**src/rtl/led_adder_pkg.sv**
```systemverilog
// Shared widths and types for the switch adder. The helper sizes the debounce counter.
package led_adder_pkg;
  localparam int OPW  = 2;
  localparam int SUMW = OPW + 1;

  typedef logic [OPW-1:0]  operand_t;
  typedef logic [SUMW-1:0] sum_t;

  // Counter width able to hold 0..n, never less than one bit
  function automatic int cnt_width(input int n);
    int w;
    w = $clog2(n + 1);
    return (w < 1) ? 1 : w;
  endfunction
endpackage

```
**src/rtl/switch_debounce.sv**
```systemverilog
// One switch lane: 2-flop synchroniser followed by a saturating-free debounce counter.
module switch_debounce
  import led_adder_pkg::*;
#(
  parameter int DEBOUNCE_CYCLES = 250000
) (
  input  logic clk,
  input  logic rst_n,
  input  logic i_raw,
  output logic o_stable
);
  localparam int CW = cnt_width(DEBOUNCE_CYCLES);
  localparam logic [CW-1:0] CNT_MAX = CW'(DEBOUNCE_CYCLES - 1);

  logic [1:0]    sync_pipe;
  logic          sync;
  logic [CW-1:0] cnt;
  logic          stable;

  assign sync     = sync_pipe[1];
  assign o_stable = stable;

  // Two-flop synchroniser for the asynchronous raw switch
  always_ff @(posedge clk) begin
    if (!rst_n) sync_pipe <= '0;
    else        sync_pipe <= {sync_pipe[0], i_raw};
  end

  // Stable value only follows sync after it has differed for DEBOUNCE_CYCLES consecutive cycles;
  // any return to agreement restarts the count, so cnt never passes CNT_MAX
  always_ff @(posedge clk) begin
    if (!rst_n) begin
      cnt    <= '0;
      stable <= 1'b0;
    end else if (sync == stable) begin
      cnt <= '0;
    end else if (cnt == CNT_MAX) begin
      stable <= sync;
      cnt    <= '0;
    end else begin
      cnt <= cnt + CW'(1);
    end
  end
endmodule

```
**src/rtl/led_adder.sv**
```systemverilog
// Board I/O top: debounces four switches into two 2-bit operands and shows their sum on three LEDs.
module led_adder
  import led_adder_pkg::*;
#(
  parameter int DEBOUNCE_CYCLES = 250000
) (
  input  logic clk,
  input  logic rst_n,
  input  logic sw1,
  input  logic sw2,
  input  logic sw3,
  input  logic sw4,
  output logic LED_1,
  output logic LED_2,
  output logic LED_3
);
  localparam int NUM_LANES = 2 * OPW;

  logic [NUM_LANES-1:0] raw;
  logic [NUM_LANES-1:0] stable;
  operand_t a, b;
  sum_t     led_q;

  // Lane order puts operand A in the low bits, operand B in the high bits
  assign raw = {sw4, sw3, sw2, sw1};

  for (genvar g = 0; g < NUM_LANES; g++) begin : g_lane
    switch_debounce #(
      .DEBOUNCE_CYCLES(DEBOUNCE_CYCLES)
    ) u_db (
      .clk     (clk),
      .rst_n   (rst_n),
      .i_raw   (raw[g]),
      .o_stable(stable[g])
    );
  end

  assign a = stable[OPW-1:0];
  assign b = stable[NUM_LANES-1:OPW];

  // Registered sum keeps the LEDs free of any combinational path from the switches
  always_ff @(posedge clk) begin
    if (!rst_n) led_q <= '0;
    else        led_q <= sum_t'(a) + sum_t'(b);
  end

  assign {LED_1, LED_2, LED_3} = led_q;
endmodule

```
**config.mk**
```make
export PLATFORM = sky130hd
export DESIGN_NAME = led_adder
export DESIGN_NICKNAME = d
export VERILOG_FILES = /design/src/rtl/led_adder_pkg.sv /design/src/rtl/switch_debounce.sv /design/src/rtl/led_adder.sv
export SDC_FILE = /design/constraint.sdc
export NUM_CORES = 1
export LEC_CHECK = 0
export ABC_AREA = 1
export BUFFER_PORTS_ARGS = -buffer_cell sky130_fd_sc_hd__clkbuf_2
export CAP_MARGIN = 15
export CORE_ASPECT_RATIO = 1.25
export CORE_MARGIN = 2
export CORE_UTILIZATION = 45
export CTS_CLUSTER_DIAMETER = 200
export DETAILED_ROUTE_END_ITERATION = 7
export GPL_ROUTABILITY_DRIVEN = 0
export PLACE_DENSITY_LB_ADDON = 0.1
export SLEW_MARGIN = 20
export SYNTH_ARGS = -nofsm -noshare
export SYNTH_HDL_FRONTEND = slang
export SYNTH_SLANG_ARGS = --single-unit
```
**constraint.sdc**
```tcl
create_clock -name clk -period 1.6 [get_ports clk]
set_input_delay 0.08 -clock clk [delete_from_list [all_inputs] [get_ports clk]]
set_output_delay 0.08 -clock clk [all_outputs]
set_load 0.01 [all_outputs]
```
==> metrics, run 1 <==
Clock Tree Buf Depth=2; Net Sw Frac=0.2101; layout cells sized above 1=0.09197; placed inst area=4619 µm²; leakage power=1.620 nW; first-pass GRT wire length=15,500 µm; Internal Power=3.297 mW; Max Cap Viol=0; Crit Path Max Fanout=4; worst hold start=rst_n; M2 GR Usage=0.3132; top cells by area, synth=dfxtp_1, nand2_1, nor2_1; Post-DP HPWL=6426 µm; Residual DRC=0; CP Buf/Inv Count=1; Buffers on Ports=8; PnR Total Power=4.174 mW; most common cell after layout, fill and taps aside=nand2_1; Pins Over Slew Limit=0; Die Area=10,500 µm²; clock share of power=0.459; Post-synth ARST share=0; wire per inst=10.73 µm; clock latency on the worst-skew pair=0.34 ns; gr busiest metal=met2; critical path type=reg2reg; crit path max-delay cell type=dfxtp_1; power per cell area=844.9 nW/µm²; post-synthesis sequential area ratio=0.3995; period utilization=0.9239; status=completed; DR vias=3,782; sw power=0.8771 mW; CP required=1.87 ns; ANT cells=0; Min-Delay Path Class=in2reg; Mapped Nets=665; GRT met1 Usage=0.2265; Crit path arrival time=1.75 ns; Site Rows=40; Mapped Avg Cell Area=6.676 µm²; crit path from=g_lane[2].u_db.cnt[1]$_SDFF_PP0_; Worst-path clk slew=0.06 ns; Final nets=693; final-report setup violation count=0; largest net degree at the start of global routing=19; CTS tree=yes; DRT Pass-1 Iters=4; H-tree depth=3; # fillers=964; Max VDD drop=0.5753 mV; cells after synthesis=653; Initial Util=0.4584; grt total ovfl=0; Worst Skew=0.005801 ns; Synth Register Bits=87; cell type with the largest total area after synthesis=dfxtp_1; Die W=92.03 µm; fin area=4940 µm²; initial antenna violation count=0; Worst Setup Start Kind=flop; worst-path cell chain=ha_1, nand2_2, nor2_4, buf_4, nand3_1, or2_2, a21oi_1; Routed Antenna Nets=0; Reg power frac=0.523; Worst R2R Start=g_lane[2].u_db.cnt[1]$_SDFF_PP0_; Comb pwr share=0.018; Initial DRC Count=117; fmax=0.6765 GHz; Mapped Area=4359 µm²; core area=9509 µm²; Synth Flop Type=dfxtp_1; Root Buffer=clkbuf_16; RSZ-0062 raised after global routing=yes; total CTS buffers=9; I/O pin cnt=9; Vias/cell=4.663; Syn. warnings=0; Worst path max stage delay=0.35 ns; Worst Tran Pin Value=0.3867 ns; Hold Violations, Final=0; vias in the first global route=3,554; Finished Core Util=0.5195; GRT Total Usage=0.1813; clk sinks=87; post-layout min period=1.478 ns; Top Family by Delay on Critical Path=simple AND/OR/NAND/NOR gates; Area Growth Syn to Fin=13.32%; Die Y=114.0 µm; max_slew headroom=0.7402; leading cell types in the layout, fill and taps excluded=nand2_1, nor2_1, dfxtp_1; Synth top area share=0.3995; number of distinct library cells after synthesis=27; Setup crit end kind=flop; DRT Wirelength=8701 µm; met3 GRT Util=0.02312; number of synthesized flops with an enable pin=0
-- worst register-to-register path: cells and delay by family, from the launching register on --
family                     cells  cell delay, ns
and+or+nand+nor                4            0.58
DFF                            1            0.35
adders and majority gates      1            0.23
AOI/OAI and AO/OA              1            0.12
buffers and inverters          1            0.14
-- power groups by stage --
stage	Sequential (mW)	Combinational, mW	Clock, mW
2_1_floorplan	2.23	0.0422	0
3_3_place_gp	2.23	0.0669	0
3_5_place_dp	2.23	0.0683	0
4_1_cts	2.18	0.0758	1.98
5_1_grt	2.18	0.0844	2.06
6_report	2.18	0.0753	1.91
-- cell usage after synthesis (all sizes together) (6+ instances only) --
cell type and n:
nand4 8, a21oi 33, xor2 18, nand2 185
o21ai 13, inv 87, or2 6, nand3 38
nor3 10, dfxtp 87, nor2 145
-- repair_timing --
| action | in CTS | in global routing |
|---|---|---|
| setup buffers | 0 | 0 |
| endpoints found under the setup margin | 0 | 13 |
| hold buffers | 4 | 0 |
| hold endpoints to repair | 4 | 0 |
| resized for setup | 0 | 3 |
-- path summary, 6_finish.rpt --
kind / endpoint / slack (ns) / depth (start not counted)
hold reg to reg: g_lane[1].u_db.sync_pipe[1]$_SDFF_PN0_ / 0.41 / 2
hold / removal: g_lane[2].u_db.sync_pipe[0]$_SDFF_PN0_ / 0.17 / 3
setup reg to reg: g_lane[2].u_db.cnt[12]$_SDFF_PP0_ / 0.12 / 7
setup / recovery: g_lane[2].u_db.cnt[12]$_SDFF_PP0_ / 0.12 / 7
-- cells by family (layout without fill, tap and decap cells) --
group           Yosys count  in the layout  synth area share
flops                    87             87            0.3995
compound gates           50             50           0.06487
fa+ha+maj                 6              6           0.01894
xor+xnor                 23             23           0.04621
buf+inv                  92            124           0.08639
simple gates            395            395            0.3840
-- sequential cells by signal (all words and copies together) (netlist names) --
signal and cells:
g_lane.u_db.sync_pipe 8, g_lane.u_db.cnt 72, led_q 3, g_lane.u_db.o_stable 4
-- final cells by class --
cell class,instances,area [µm²],share of cell area
clock buffers,12,246.5,0.04990
inverters,87,326.6,0.06611
flip-flops and latches,87,1742,0.3526
repair buffers,22,192.7,0.03901
clock inverters,3,20.02,0.004053
multi-input cells,474,2255,0.4564
well taps,126,157.7,0.03191
-- metrics by stage --
| stage | std cells | setup TNS (ns) | setup WS, ns | hold WS [ns] |
|---|---|---|---|---|
| 2_1_floorplan | 653 | 0 | 0.1263 | 0.1776 |
| 3_3_place_gp | 792 | 0 | 0.1485 | 0.2606 |
| 3_5_place_dp | 792 | 0 | 0.1019 | 0.2675 |
| 4_1_cts | 811 | 0 | 0.07971 | 0.1617 |
| 5_1_grt | 811 | -0.01277 | -0.01277 | 0.2043 |
| 6_report | 811 | 0 | 0.1217 | 0.1736 |
-- layer usage --
| metal | part of all wire | vias to the layer above |
|---|---|---|
| met3 | 0.018 | 10 |
| met5 | 0 | - |
| met2 | 0.48 | 29 |
| met1 | 0.48 | 1672 |
| met4 | 0.020 | 0 |
| li1 | - | 2071 |
Note: power is estimated with default switching activity, not from simulation.
==> run 2, diff against run 1 <==
==> constraint.sdc (replaced) <==
create_clock -name clk -period 1.45 [get_ports clk]
set_input_delay 0.0725 -clock clk [delete_from_list [all_inputs] [get_ports clk]]
set_output_delay 0.0725 -clock clk [all_outputs]
set_load 0.01 [all_outputs]
==> run 2 against run 1 <==
Via count increased by 6.2%; sequential cell count unchanged; clock power increased by 34%; cell count increased by 3.1%; design area increased by 11%; clock-buffer cell count increased by 1; sequential share of layout area decreased by 3.3 points; critical path type unchanged.
==> metrics, run 2 (synthesized netlist as in run 1, its figures left out) <==
status=completed (unchanged); GRT Total Usage=0.1829 (was 0.1813); Initial DRC Count=146 (was 117); Vias/cell=4.804 (was 4.663); slack of the critical path=0.01989 ns (was 0.1217 ns); Post-DP HPWL=6515 µm (was 6426 µm); clock latency on the worst-skew pair=0.34 ns (about the same); total CTS buffers=9 (unchanged); Max VDD drop=0.6752 mV (was 0.5753 mV); DRT Pass-1 Iters=4 (unchanged); I/O pin cnt=9 (unchanged); CP Buf/Inv Count=1 (unchanged); Setup WS pre-CTS=-0.02217 ns (was 0.1019 ns); CP required=1.69 ns (was 1.87 ns); Residual DRC=0 (unchanged); fmax=0.6992 GHz (was 0.6765 GHz); initial antenna violation count=0 (unchanged); H-tree depth=3 (unchanged); wire per inst=11.36 µm (was 10.73 µm); Die W=92.03 µm (unchanged); Worst Skew=0.006177 ns (was 0.005801 ns); layout cells sized above 1=0.2000 (was 0.09197); first-pass GRT wire length=15,770 µm (was 15,500 µm); PnR Total Power=5.067 mW (was 4.174 mW); Worst path max stage delay=0.35 ns (about the same); register area=1752 µm² (was 1742 µm²); leakage power=1.842 nW (was 1.620 nW); Root Buffer=clkbuf_16 (unchanged); fin area=5475 µm² (was 4940 µm²); DR vias=4,016 (was 3,782); Die Area=10,500 µm² (unchanged); post-layout min period=1.430 ns (was 1.478 ns); period utilization=0.9863 (was 0.9239); DRT Wirelength=9493 µm (was 8701 µm); Max Cap Viol=0 (unchanged); Top Family by Delay on Critical Path=simple AND/OR/NAND/NOR gates (unchanged); CTS tree=yes (unchanged); ANT cells=0 (unchanged); Finished Core Util=0.5758 (was 0.5195); Worst Tran Pin Value=0.6526 ns (was 0.3867 ns); Crit Path Max Fanout=8 (was 4); Final nets=717 (was 693); crit path max-delay cell type=dfxtp_2 (was dfxtp_1); core area=9509 µm² (unchanged); area taken by multi-input logic gates=2520 µm² (was 2255 µm²); RSZ-0062 raised after global routing=yes (unchanged); Buffers on Ports=8 (unchanged); Initial Util=0.4584 (unchanged); Site Rows=40 (unchanged); Area Growth Syn to Fin=25.60% (was 13.32%); Pins Over Slew Limit=0 (unchanged); Worst Setup Start Kind=flop (unchanged); vias in the first global route=3,680 (was 3,554); leading cell types in the layout, fill and taps excluded=nand2_1, nor2_1, inv_1 (was nand2_1, nor2_1, dfxtp_1); worst-path cell chain=ha_4, nand2_4, nor2_4, nand3_2, o21bai_4, clkbuf_16, a21oi_1 (was ha_1, nand2_2, nor2_4, buf_4, nand3_1, or2_2, a21oi_1); Min-Delay Path Class=in2reg (unchanged); Reg with most FFs=g_lane.u_db.cnt (unchanged); Largest register FFs=72 (unchanged); Worst-path clk slew=0.06 ns (about the same); power per cell area=925.5 nW/µm² (was 844.9 nW/µm²); Clock Tree Buf Depth=2 (unchanged); placed inst area=4710 µm² (was 4619 µm²); # fillers=926 (was 964); Setup crit end kind=flop (unchanged); largest net degree at the start of global routing=19 (unchanged); Die Y=114.0 µm (unchanged); max_slew headroom=0.5645 (was 0.7402); clk sinks=87 (unchanged); Crit path arrival time=1.67 ns (was 1.75 ns); Hold Violations, Final=0 (unchanged); most common cell after layout, fill and taps aside=nand2_1 (unchanged); final-report setup violation count=0 (unchanged); Routed Antenna Nets=0 (unchanged); grt total ovfl=0 (unchanged); critical path type=reg2reg (unchanged)
==> run 2: changes by cell type in the layout (fill, tap and decap cells not counted), sizes merged <==
cell | before | now
buf | 10 | 28
nand2 | 185 | 188
bufinv | 0 | 2
clkbuf | 20 | 24
clkinvlp | 2 | 0
==> run 2: metal layers <==
| metal | part of all wire | vias to the layer above | track usage |
|---|---|---|---|
| met5 | 0 | - | 0 |
| met4 | 0.013 | 0 | 0.06269 |
| met3 | 0.032 | 10 | 0.04029 |
| met2 | 0.48 | 55 | 0.3118 |
| met1 | 0.47 | 1830 | 0.2293 |
| li1 | - | 2121 | - |
==> run 2: path summary, 6_finish.rpt <==
check,from,to,slack [ns],cells after the start
hold / removal,rst_n,g_lane[1].u_db.sync_pipe[1]$_SDFF_PN0_,0.03,3
hold reg to reg,g_lane[2].u_db.sync_pipe[0]$_SDFF_PN0_,g_lane[2].u_db.sync_pipe[1]$_SDFF_PN0_,0.42,2
setup / recovery,g_lane[1].u_db.cnt[1]$_SDFF_PP0_,g_lane[1].u_db.cnt[3]$_SDFF_PP0_,0.02,7
setup reg to reg,g_lane[1].u_db.cnt[1]$_SDFF_PP0_,g_lane[1].u_db.cnt[3]$_SDFF_PP0_,0.02,7
==> run 2: area by class of cell <==
type | instances | share of cell area
Inverter | 87 | 0.05964
Tap cell | 126 | 0.02879
Clock buffer | 13 | 0.04753
Clock inverter | 3 | 0.01188
Timing Repair Buffer | 43 | 0.07198
Sequential cell | 87 | 0.3199
Multi-Input combinational cell | 477 | 0.4602
==> run 2: timing repair <==
item / 4_1_cts / 5_1_grt
hold buffers: 4 / 0
setup endpoints to repair: 12 / 74
cloned: 0 / 7
endpoints found under the hold margin: 4 / 0
gates resized for setup: 2 / 65
pin swaps: 0 / 19
setup buffers: 0 / 4
==> run 2: through the flow <==
stage	instances	setup TNS (ns)	hold WS, ns
floorplan	653	0	0.1701
global placement	805	0	0.2587
detailed placement	805	-0.1348	0.2634
CTS	825	0	0.02878
global route	836	-1.511	0.05218
finish	836	0	0.02881
==> run 2: tightest hold or removal path: cells and delay by family <==
kind | cells | cell delay, ns
buffers and inverters | 2 | 0.18
and+or+nand+nor | 1 | 0.08
==> run 2: power by group <==
| part | switching [mW] | total, mW | internal [mW] |
|---|---|---|---|
| clock network | 0.943 | 2.55 | 1.60 |
| logic | 0.0563 | 0.110 | 0.0532 |
| registers | 0.00773 | 2.41 | 2.40 |
==> run 3, diff against run 2 <==
==> constraint.sdc (replaced) <==
create_clock -name clk -period 1.62 [get_ports clk]
set_input_delay 0.081 -clock clk [delete_from_list [all_inputs] [get_ports clk]]
set_output_delay 0.081 -clock clk [all_outputs]
set_load 0.01 [all_outputs]
==> run 3 against run 2 <==
Worst setup slack improved by 0.098 ns; global-route usage fell by 0.60 points; combinational power is 35% lower; design area fell by 8.4%; clock skew decreased by 0.00065 ns; die area did not move; core utilization decreased by 4.8 points; via count down 4.1%; critical endpoint is now g_lane[1].u_db.cnt[15]$_SDFF_PP0_; critical path type unchanged; power shrank 12%; clock power fell by 13%; sequential power decreased by 10%.
==> metrics, run 3 (synthesized netlist as in run 1, its figures left out) <==
GRT Total Usage=0.1769 (was 0.1829); clk sinks=87 (unchanged); Post-DP HPWL=6454 µm (was 6515 µm); Site Rows=40 (unchanged); Buffers on Ports=8 (unchanged); leading cell types in the layout, fill and taps excluded=nand2_1, nor2_1, inv_1, dfxtp_1, nand3_1 (was nand2_1, nor2_1, inv_1); largest net degree at the start of global routing=19 (unchanged); DRT Wirelength=8691 µm (was 9493 µm); Worst Tran Pin Value=0.3536 ns (was 0.6526 ns); max_slew headroom=0.7634 (was 0.5645); Max Cap Viol=0 (unchanged); CP required=1.85 ns (was 1.69 ns); Residual DRC=0 (unchanged); Final nets=696 (was 717); clock latency on the worst-skew pair=0.34 ns (about the same); grt total ovfl=0 (unchanged); status=completed (unchanged); # fillers=954 (was 926); Worst-path clk slew=0.06 ns (about the same); H-tree depth=3 (unchanged); Initial DRC Count=89 (was 146); first-pass GRT wire length=15,100 µm (was 15,770 µm); Pins Over Slew Limit=0 (unchanged); Crit Path Max Fanout=13 (was 8); final-report setup violation count=0 (unchanged); DRT Pass-1 Iters=4 (unchanged); area taken by multi-input logic gates=2265 µm² (was 2520 µm²); PnR Total Power=4.456 mW (was 5.067 mW); initial antenna violation count=0 (unchanged); Hold Violations, Final=0 (unchanged); Min-Delay Path Class=in2reg (unchanged); Die Y=114.0 µm (unchanged); I/O pin cnt=9 (unchanged); period utilization=0.9275 (was 0.9863); leakage power=1.660 nW (was 1.842 nW); fin area=5015 µm² (was 5475 µm²); Area Growth Syn to Fin=15.04% (was 25.60%); most common cell after layout, fill and taps aside=nand2_1 (unchanged); ANT cells=0 (unchanged); Reg with most FFs=g_lane.u_db.cnt (unchanged); Crit path arrival time=1.73 ns (was 1.67 ns); Root Buffer=clkbuf_16 (unchanged); total CTS buffers=9 (unchanged); Worst Setup Start Kind=flop (unchanged); wire per inst=10.69 µm (was 11.36 µm); post-layout min period=1.503 ns (was 1.430 ns); Initial Util=0.4584 (unchanged); CTS tree=yes (unchanged); fmax=0.6656 GHz (was 0.6992 GHz); layout cells sized above 1=0.1004 (was 0.2000); Worst Skew=0.005525 ns (was 0.006177 ns); Largest register FFs=72 (unchanged); Die Area=10,500 µm² (unchanged); placed inst area=4599 µm² (was 4710 µm²); reg-to-reg setup timing slack=0.12 ns (was 0.02 ns); Die W=92.03 µm (unchanged); DR vias=3,850 (was 4,016); Vias/cell=4.736 (was 4.804); critical path type=reg2reg (unchanged); register area=1743 µm² (was 1752 µm²); Routed Antenna Nets=0 (unchanged); Clock Tree Buf Depth=2 (unchanged); Max VDD drop=0.5948 mV (was 0.6752 mV); vias in the first global route=3,595 (was 3,680); Hold WS=0.1408 ns (was 0.02881 ns); power per cell area=888.6 nW/µm² (was 925.5 nW/µm²); Setup crit end kind=flop (unchanged); core area=9509 µm² (unchanged)
run 3: changes by cell type in the layout (fill, tap and decap cells not counted), sizes merged:
| cell | change |
|---|---|
| buf | -15 |
| clkinvlp | +1 |
| clkinv | -1 |
| nand2 | -3 |
| clkbuf | -5 |
run 3: stage by stage:
stage / utilization / TNS [ns] / instances / worst slack [ns]
6_report: 0.5274 / 0 / 813 / 0.1175
5_1_grt: 0.5274 / -0.01448 / 813 / -0.007081
4_1_cts: 0.5216 / 0 / 809 / 0.07668
3_5_place_dp: 0.4837 / 0 / 791 / 0.07596
3_3_place_gp: 0.4837 / 0 / 791 / 0.1062
2_1_floorplan: - / 0 / 653 / 0.1463
run 3: report_power, final:
part           total (mW)  internal [mW]  switching, mW
Combinational      0.0713         0.0325         0.0388
Clock                2.23           1.42          0.811
Sequential           2.16           2.15        0.00590
run 3: layer usage:
layer,up-vias,share of wire,global-route usage
met4,0,0.014,0.06567
met2,36,0.48,0.3093
met3,10,0.030,0.04227
met1,1730,0.48,0.2108
met5,-,0,0
li1,2074,-,-
run 3: path summary, 6_finish.rpt:
check	from	endpoint	depth (start not counted)
setup / recovery	g_lane[1].u_db.cnt[1]$_SDFF_PP0_	g_lane[1].u_db.cnt[15]$_SDFF_PP0_	7
hold / removal	rst_n	g_lane[1].u_db.sync_pipe[1]$_SDFF_PN0_	3
setup reg to reg	g_lane[1].u_db.cnt[1]$_SDFF_PP0_	g_lane[1].u_db.cnt[15]$_SDFF_PP0_	7
hold reg to reg	g_lane[1].u_db.sync_pipe[0]$_SDFF_PN0_	g_lane[1].u_db.sync_pipe[1]$_SDFF_PN0_	2
run 3: worst max-delay path, stage by stage, from the launching register on:
cell and delay, ns:
dfxtp_1 0.35, ha_1 0.19, nand2_1 0.11, nor2_4 0.19, nand3_2 0.14, o21bai_4 0.20, buf_12 0.16, a21oi_1 0.05
run 3: what timing repair did:
action | CTS | global route
hold buffers | 4 | 0
setup endpoints to repair | 0 | 52
hold endpoints to repair | 4 | 0
gates resized for setup | 0 | 6
buffers inserted | 0 | 4
run 3: area by class of cell:
| type | count | share of cell area |
|---|---|---|
| flip-flops and latches | 87 | 0.3476 |
| clock buffers | 11 | 0.05040 |
| multi-input cells | 474 | 0.4516 |
| clock inverters | 3 | 0.01347 |
| repair buffers | 25 | 0.04042 |
| well taps | 126 | 0.03144 |
| inverters | 87 | 0.06512 |
